[src/rtl/core_pkg.sv]
// Shared constants and types for the RV32I multi-cycle control sequencer.
package core_pkg;

    localparam logic [6:0] OP_LUI    = 7'b0110111;
    localparam logic [6:0] OP_AUIPC  = 7'b0010111;
    localparam logic [6:0] OP_JAL    = 7'b1101111;
    localparam logic [6:0] OP_JALR   = 7'b1100111;
    localparam logic [6:0] OP_BRANCH = 7'b1100011;
    localparam logic [6:0] OP_LOAD   = 7'b0000011;
    localparam logic [6:0] OP_STORE  = 7'b0100011;
    localparam logic [6:0] OP_IMM    = 7'b0010011;
    localparam logic [6:0] OP_OP     = 7'b0110011;
    localparam logic [6:0] OP_SYSTEM = 7'b1110011;

    typedef enum logic [2:0] {
        ST_IDLE   = 3'd0,
        ST_FETCH  = 3'd1,
        ST_DECODE = 3'd2,
        ST_EXEC   = 3'd3,
        ST_MEM    = 3'd4,
        ST_WB     = 3'd5,
        ST_HALT   = 3'd6
    } state_e;

    localparam logic [1:0] PC_SEL_PLUS4 = 2'b00;
    localparam logic [1:0] PC_SEL_BR    = 2'b01;
    localparam logic [1:0] PC_SEL_JALR  = 2'b10;

    localparam logic [1:0] WB_SEL_ALU = 2'b00;
    localparam logic [1:0] WB_SEL_MEM = 2'b01;
    localparam logic [1:0] WB_SEL_PC4 = 2'b10;

    typedef enum logic [2:0] {
        CLS_ALU     = 3'd0,
        CLS_BRANCH  = 3'd1,
        CLS_JAL     = 3'd2,
        CLS_JALR    = 3'd3,
        CLS_LOAD    = 3'd4,
        CLS_STORE   = 3'd5,
        CLS_SYSTEM  = 3'd6,
        CLS_ILLEGAL = 3'd7
    } cls_e;

endpackage

[src/rtl/ctrl_classify.sv]
// Combinational opcode/funct3 classifier; unsupported encodings map to CLS_ILLEGAL.
module ctrl_classify
    import core_pkg::*;
(
    input  logic [6:0] opcode,
    input  logic [2:0] funct3,
    output cls_e       cls,
    output logic       imm_b
);

    always_comb begin
        cls   = CLS_ILLEGAL;
        imm_b = 1'b0;
        case (opcode)
            OP_LUI, OP_AUIPC, OP_OP: cls = CLS_ALU;
            OP_IMM: begin
                cls   = CLS_ALU;
                imm_b = 1'b1;
            end
            OP_JAL: cls = CLS_JAL;
            OP_JALR: begin
                imm_b = 1'b1;
                if (funct3 == 3'b000) cls = CLS_JALR;
            end
            OP_BRANCH: begin
                if (funct3 != 3'b010 && funct3 != 3'b011) cls = CLS_BRANCH;
            end
            OP_LOAD: begin
                imm_b = 1'b1;
                if (funct3 != 3'b011 && funct3[2:1] != 2'b11) cls = CLS_LOAD;
            end
            OP_STORE: begin
                imm_b = 1'b1;
                if (funct3 <= 3'b010) cls = CLS_STORE;
            end
            OP_SYSTEM: cls = CLS_SYSTEM;
            default: cls = CLS_ILLEGAL;
        endcase
    end

endmodule

[src/rtl/core_ctrl.sv]
// Multi-cycle FETCH/DECODE/EXEC/MEM/WB control sequencer for the RV32I core.
// Optional cycle/instret counters are built only when CORE_CTRL_CNT_EN is defined.
module core_ctrl
    import core_pkg::*;
(
    input  logic        clk,
    input  logic        rst,
    input  logic        start,
    input  logic [6:0]  opcode,
    input  logic [2:0]  funct3,
    input  logic        branch_taken,
    output logic        imem_req,
    input  logic        imem_ack,
    output logic        dmem_req,
    output logic        dmem_we,
    input  logic        dmem_ack,
    output logic        ir_we,
    output logic        pc_we,
    output logic [1:0]  pc_sel,
    output logic        rf_we,
    output logic [1:0]  wb_sel,
    output logic        alu_src_b,
    output logic        busy,
    output logic        illegal
`ifdef CORE_CTRL_CNT_EN
    ,
    output logic [31:0] cycle_cnt,
    output logic [31:0] instret_cnt
`endif
);

    state_e state_q, state_d;
    cls_e   cls_q, cls_d, dec_cls;
    logic   imm_q, imm_d, dec_imm;
    logic   illegal_q, illegal_d;

    ctrl_classify u_classify (
        .opcode (opcode),
        .funct3 (funct3),
        .cls    (dec_cls),
        .imm_b  (dec_imm)
    );

    always_comb begin
        state_d   = state_q;
        cls_d     = cls_q;
        imm_d     = imm_q;
        illegal_d = illegal_q;
        imem_req  = 1'b0;
        dmem_req  = 1'b0;
        dmem_we   = 1'b0;
        ir_we     = 1'b0;
        pc_we     = 1'b0;
        pc_sel    = PC_SEL_PLUS4;
        rf_we     = 1'b0;
        wb_sel    = WB_SEL_ALU;
        alu_src_b = 1'b0;
        unique case (state_q)
            ST_IDLE: begin
                if (start) state_d = ST_FETCH;
            end
            ST_FETCH: begin
                imem_req = 1'b1;
                if (imem_ack) begin
                    ir_we   = 1'b1;
                    state_d = ST_DECODE;
                end
            end
            ST_DECODE: begin
                cls_d = dec_cls;
                imm_d = dec_imm;
                if (dec_cls == CLS_ILLEGAL) begin
                    illegal_d = 1'b1;
                    state_d   = ST_HALT;
                end else if (dec_cls == CLS_SYSTEM) begin
                    state_d = ST_HALT;
                end else begin
                    state_d = ST_EXEC;
                end
            end
            ST_EXEC: begin
                alu_src_b = imm_q;
                case (cls_q)
                    CLS_BRANCH: begin
                        pc_we   = 1'b1;
                        pc_sel  = branch_taken ? PC_SEL_BR : PC_SEL_PLUS4;
                        state_d = ST_FETCH;
                    end
                    CLS_JAL, CLS_JALR: begin
                        rf_we   = 1'b1;
                        wb_sel  = WB_SEL_PC4;
                        pc_we   = 1'b1;
                        pc_sel  = (cls_q == CLS_JAL) ? PC_SEL_BR : PC_SEL_JALR;
                        state_d = ST_FETCH;
                    end
                    CLS_LOAD, CLS_STORE: state_d = ST_MEM;
                    default: state_d = ST_WB;
                endcase
            end
            ST_MEM: begin
                // operand B held so the ALU keeps driving the address
                alu_src_b = imm_q;
                dmem_req  = 1'b1;
                dmem_we   = (cls_q == CLS_STORE);
                if (dmem_ack) begin
                    if (cls_q == CLS_STORE) begin
                        pc_we   = 1'b1;
                        state_d = ST_FETCH;
                    end else begin
                        state_d = ST_WB;
                    end
                end
            end
            ST_WB: begin
                alu_src_b = imm_q;
                rf_we     = 1'b1;
                wb_sel    = (cls_q == CLS_LOAD) ? WB_SEL_MEM : WB_SEL_ALU;
                pc_we     = 1'b1;
                state_d   = ST_FETCH;
            end
            ST_HALT: state_d = ST_HALT;
            default: state_d = ST_IDLE;
        endcase
    end

    always_ff @(posedge clk or posedge rst) begin
        if (rst) begin
            state_q   <= ST_IDLE;
            cls_q     <= CLS_ALU;
            imm_q     <= 1'b0;
            illegal_q <= 1'b0;
        end else begin
            state_q   <= state_d;
            cls_q     <= cls_d;
            imm_q     <= imm_d;
            illegal_q <= illegal_d;
        end
    end

    assign busy    = (state_q != ST_IDLE) && (state_q != ST_HALT);
    assign illegal = illegal_q;

`ifdef CORE_CTRL_CNT_EN
    logic [31:0] cycle_q, cycle_d;
    logic [31:0] instret_q, instret_d;

    // every retire path is marked by the single pc_we pulse
    always_comb begin
        cycle_d   = busy  ? cycle_q + 32'd1   : cycle_q;
        instret_d = pc_we ? instret_q + 32'd1 : instret_q;
    end

    always_ff @(posedge clk or posedge rst) begin
        if (rst) begin
            cycle_q   <= '0;
            instret_q <= '0;
        end else begin
            cycle_q   <= cycle_d;
            instret_q <= instret_d;
        end
    end

    assign cycle_cnt   = cycle_q;
    assign instret_cnt = instret_q;
`endif

endmodule
[config.mk]
export PLATFORM = sky130hd
export DESIGN_NAME = core_ctrl
export DESIGN_NICKNAME = d
export VERILOG_FILES = /design/src/rtl/core_pkg.sv /design/src/rtl/ctrl_classify.sv /design/src/rtl/core_ctrl.sv
export SDC_FILE = /design/constraint.sdc
export NUM_CORES = 1
export LEC_CHECK = 0
export CORE_UTILIZATION = 46
export DETAILED_ROUTE_END_ITERATION = 6
export GPL_TIMING_DRIVEN = 0
export PLACE_DENSITY = 0.83
export SYNTH_ARGS = -nofsm -noshare
export SYNTH_HDL_FRONTEND = slang
export SYNTH_SLANG_ARGS = --single-unit
[constraint.sdc]
create_clock -name clk -period 2.2 [get_ports clk]
set_input_delay 0.44 -clock clk [delete_from_list [all_inputs] [get_ports clk]]
set_output_delay 0.44 -clock clk [all_outputs]
set_load 0.01 [all_outputs]
### After elaboration in Yosys (flattened, before gate mapping)

Cells that the tools add are included.

| storage, ports and cells | value |
|---|---|
| bits in registers | 8 |
| input bits | 16 |
| output and inout bits | 13 |

| cells by class | value |
|---|---|
| magnitude comparators | 1 |
| equality and inequality tests | 30 |
| muxes and demuxes | 33 |
| reductions and logical operators | 14 |

Operators with widths:

| cell | count |
|---|---|
| $pmux W3 S7 | 2 |
| $eq A7 B7 Y1 const B | 4 |
| $mux W3 | 8 |
| $eq A3 B3 Y1 const B | 7 |
| $eq A7 B6 Y1 const B | 3 |
| $eq A7 B5 Y1 const B | 2 |
| $mux W1 | 13 |
| $eq A3 B2 Y1 const B | 4 |
| $mux W2 | 5 |
| $ne A2 B2 Y1 const B | 4 |
| $pmux W2 S2 | 2 |
| $reduce_or A4 Y1 | 2 |
| $eq A7 B2 Y1 const B | 1 |
| $eq A3 B1 Y1 const B | 2 |
| $logic_not A3 Y1 | 2 |
| $ne A3 B2 Y1 const B | 2 |
| $pmux W3 S2 | 1 |
| $reduce_or A3 Y1 | 2 |
| $reduce_or A2 Y1 | 2 |
| $le A3 B2 Y1 const B | 1 |
| $logic_and A1 B1 Y1 | 3 |
| $ne A3 B3 Y1 const B | 1 |
| $pmux W1 S3 | 1 |
| $reduce_and A3 Y1 | 1 |
| 3 further kinds | 3 |

### Depth between registers and ports, before layout

Gate-level depths: netlist (run 1).

| depth | value |
|---|---|
| depth in word-level cells | 8 |
| gate-level depth with buffers | 6 |
| mapped depth without buffers | 5 |

### Hierarchy

A second synthesis (run 1) with hierarchy kept.

| second synthesis, totals | value |
|---|---|
| cells, all modules | 92 |
| area, all modules | 742.0 um^2 |

By module, submodules not included:

| module | times used | cells each | area an instance (um^2) | seq. area each (um^2) |
|---|---|---|---|---|
| core_ctrl | 1 | 57 | 540.5 | 200.2 |
| ctrl_classify | 1 | 35 | 201.4 | 0.0 |

### Least setup slack after synthesis (run 1)

OpenSTA, ideal clock, no wires.

| timing | value |
|---|---|
| kind | register -> output |
| from | register state_q[0] |
| to | output rf_we |
| data arrival time | 1177 ps |
| data required time | 1760 ps |
| path slack | 583 ps |
| cell stages (with the launch flop) | 7 |
| buffers on the path | 1 |
| path through | dfrtp_1 -> buf_2 -> nor2b_1 -> nand2_1 -> nor2_1 -> and2_1 -> a21o_1 |

| between the ends | value |
|---|---|
| longest elaborated chain between the ends | 2 |

Ends and longest elaborated chain:

| item | RTL line | RTL |
|---|---|---|
| start, declared | core_ctrl.sv:32 | `state_e state_q, state_d;` |
| start signal, assigned | core_ctrl.sv:133 | `state_q <= state_d;` |
| $eq A3 B3 Y1 or $eq A3 B2 Y1 (tied branches) | core_ctrl.sv:58 | `unique case (state_q)` |
| $pmux W1 S2 (*) | core_ctrl.sv:58 |  |
| end, declared | core_ctrl.sv:20 | `output logic rf_we,` |

Every way passes the cells marked *; elsewhere a longest branch is shown, timed or not.

### Final worst setup path (run 1)

| timing | value |
|---|---|
| from | register state_q[1] |
| to | output dmem_we |

| between the ends | value |
|---|---|
| longest elaborated chain between the ends | 2 |

Ends and longest elaborated chain:

| item | RTL line | RTL |
|---|---|---|
| $eq A3 B3 Y1 | core_ctrl.sv:58 |  |
| $mux W1 | core_ctrl.sv:58 |  |
| end, declared | core_ctrl.sv:15 | `output logic dmem_we,` |

Every way passes these cells.

==> flow_metrics.py, run 1 <==
metrics = {
    "status": {
        "run_status": "finished clean",
    },
    "placed_design": {
        "dp_hpwl_um": 1544,
        "gp_congestion": 0.9437,
        "dp_worst_setup_slack_ns": -0.1600,
        "placedInstanceArea_um2": 1059,
        "io_buffer_count": 28,
    },
    "global_routing": {
        "grt_max_degree": 11,
        "wire_length_of_the_first_global_routing_pass_um": 3291,
        "first_global_vias": 753,
        "globalRouteOverflowTotal": 0,
        "grt_use_total": 0.2460,
        "antenna_found_initial": 0,
    },
    "drt": {
        "drc": 0,
        "firstDrtPassIters": 4,
        "wire_per_inst_um": 13.74,
        "dr_total_vias": 891,
        "drt_first_iter_violations": 22,
        "route.detailed.vias_per_inst": 5.862,
        "postRouteWirelength_um": 2089,
        "ant_nets": 0,
    },
    "worst_setup_path": {
        "worstReg2RegStart": "state_q[0]",
        "crit_arrival_ns": 1.71,
        "cp_max_fo": 4,
        "ff2ff_setup_slack_ns": 0.77,
        "crit_path_end_kind": "primary output",
        "timing.critical_path.from": "state_q[1]",
        "required_ns": 1.76,
        "timing_worst_setup_path_type": "flop to primary output",
        "crit_path_start_kind": "flop",
    },
    "job": {
        "drv_cap": 0,
    },
    "synthesis": {
        "post_synth_num_cell_types": 36,
        "synth_sequential_area_ratio": 0.2640,
        "yosys_warnings": 0,
        "synth_area_um2": 758.2,
        "yosys_register_bits": 8,
        "synthesis.nets": 116,
        "synth.avg_cell_area_um2": 7.582,
        "synthesis.instances": 100,
    },
    "finish": {
        "drive_gt1_frac": 0.1618,
        "commonest_non_fill_non_tap_cell_in_the_layout": "clkdlybuf4s50_1",
        "layout-area-overhead-vs-synth_pct": 49.67,
        "postLayoutCellArea_um2": 1135,
        "mostFrequentLayoutCells": "clkdlybuf4s50_1, nor2_1, nand2_1, inv_1, nand2b_1",
        "nNetsFinal": 154,
        "antennaDiodeCount": 0,
    },
    "floorplan": {
        "fp.coreArea_um2": 1524,
        "die_height_um": 42.60,
        "die_w_um": 42.60,
        "floorplan.initialDensity": 0.4975,
        "dieArea_um2": 1815,
        "core.rowCount": 14,
        "io-pin-count": 29,
    },
    "cts": {
        "clock_latency_ns": 0.27,
        "cts_htree_levels": 1,
        "cts-root-buf": "clkbuf_4",
        "cts.hold.buffers_added": 0,
        "cts.path.max_buffers": 2,
        "cts_buffers": 3,
        "path_clk_slew_ns": 0.06,
        "tritoncts": "yes",
        "cts_sinks": 8,
    },
    "timing": {
        "timing.setup.tns_ns": 0,
        "fin_crit_ns": 2.152,
        "setup-violations-final": 0,
        "fin_crit_sh": 0.9781,
        "timing.fmax_ghz": 0.4647,
        "fin_skew_ns": 0.004559,
        "rsz_0062_raised_after_global_routing": "true",
        "timing.final.max_slew_violations": 0,
        "timing.slew.headroom": 0.7117,
        "finalHoldViolCount": 0,
        "final_critical_path_setup_slack_ns": 0.04807,
        "timing_worst_slew_pin_value_ns": 0.4288,
    },
    "pwr": {
        "design_power_total_w": 0.001017,
        "leakagePower_nw": 0.5506,
        "power.density_nw_per_um2": 896.5,
        "vdd_ir_drop_max_mv": 0.6867,
    },
    "worst_hold_path": {
        "hold_path.class": "input pin to async pin",
    },
}
## registers in the layout (all words and copies together) (netlist names)
signal and cells:
imm_q 1, state_q 3, cls_q 3, illegal 1
## stage by stage
step	util	hold WS (ns)	std cells
after floorplan	-	0.2557	100
after global placement	0.6946	0.4556	144
after detailed placement	0.6946	0.4600	144
after CTS	0.7176	0.4381	149
after global routing	0.7447	0.4504	152
final	0.7447	0.4244	152
## cell type report
cell class / instances / area, µm²
well taps: 16 / 20.02
fillers: 124 / 389.1
flip-flops and latches: 8 / 202.7
multi-input cells: 83 / 530.5
plain buffers: 1 / 11.26
repair buffers: 33 / 317.8
clock buffers: 3 / 22.52
inverters: 8 / 30.03
## path summary, 6_finish.rpt
kind,endpoint,cells past startpoint
setup / recovery,dmem_we,4
hold / removal,imm_q,2
max in group asynchronous,state_q[1],2
hold reg to reg,imm_q,1
min in group clk,imm_q,1
setup reg to reg,state_q[0],5
## cell families after synthesis
group,count (synthesis),share of synthesized area
compound gates,29,0.2987
buf+inv,9,0.04620
flops,8,0.2640
mux,2,0.02805
simple gates,52,0.3630
## power by group
group | total [W] | switching (W) | internal [W]
clock network | 0.000121 | 0.0000576 | 0.0000629
registers | 0.000287 | 0.0000770 | 0.000210
logic | 0.000609 | 0.000285 | 0.000325
## critical path: stages (launching register included)
cell and delay, ns:
dfrtp_2 0.42, nand2b_1 0.20, nor2_1 0.14, and3_1 0.16, clkdlybuf4s50_1 0.52
## synth_stat cells (all sizes together)
| cell | instances | area share |
|---|---|---|
| nor3 | 4 | 0.026 |
| nand4b | 1 | 0.012 |
| a21o | 4 | 0.040 |
| nor4 | 1 | 0.016 |
| nor2 | 13 | 0.064 |
| a21bo | 1 | 0.013 |
| inv | 8 | 0.040 |
| mux2 | 1 | 0.015 |
| dfrtp | 8 | 0.26 |
| a221oi | 1 | 0.012 |
| and3 | 2 | 0.016 |
| nor4b | 1 | 0.012 |
| mux2i | 1 | 0.013 |
| and4 | 1 | 0.012 |
| nor2b | 4 | 0.033 |
| o311ai | 1 | 0.021 |
| or3 | 1 | 0.0083 |
| a21boi | 2 | 0.020 |
| or2 | 3 | 0.025 |
| o32ai | 2 | 0.033 |
| a211oi | 1 | 0.0099 |
| o221ai | 1 | 0.020 |
| buf | 1 | 0.0066 |
| o21ai | 5 | 0.038 |
| nand2 | 11 | 0.054 |
| and2 | 2 | 0.016 |
| a21oi | 6 | 0.045 |
| a31oi | 3 | 0.025 |
| and2b | 1 | 0.0099 |
| nand2b | 7 | 0.058 |
| o22a | 2 | 0.023 |
## what timing repair did
action / in CTS / in global routing
setup buffers: 2 / 3
pin swaps: 1 / 1
endpoints found under the setup margin: 10 / 8
resized for setup: 9 / 7
gates cloned: 0 / 0
## layer usage
metal	GRT usage	part of all wire
met1	0.2830	0.41
met2	0.4308	0.50
met3	0.03879	0.050
met4	0.1313	0.036
met5	0	0
Power figures use the tool's default switching activity.
==> run 2: changes to the inputs <==
CTS_CLUSTER_DIAMETER = 40   (was unset)
==> results of run 2 <==
Same layout as run 1: the final DEF is identical, and so are final timing and power.
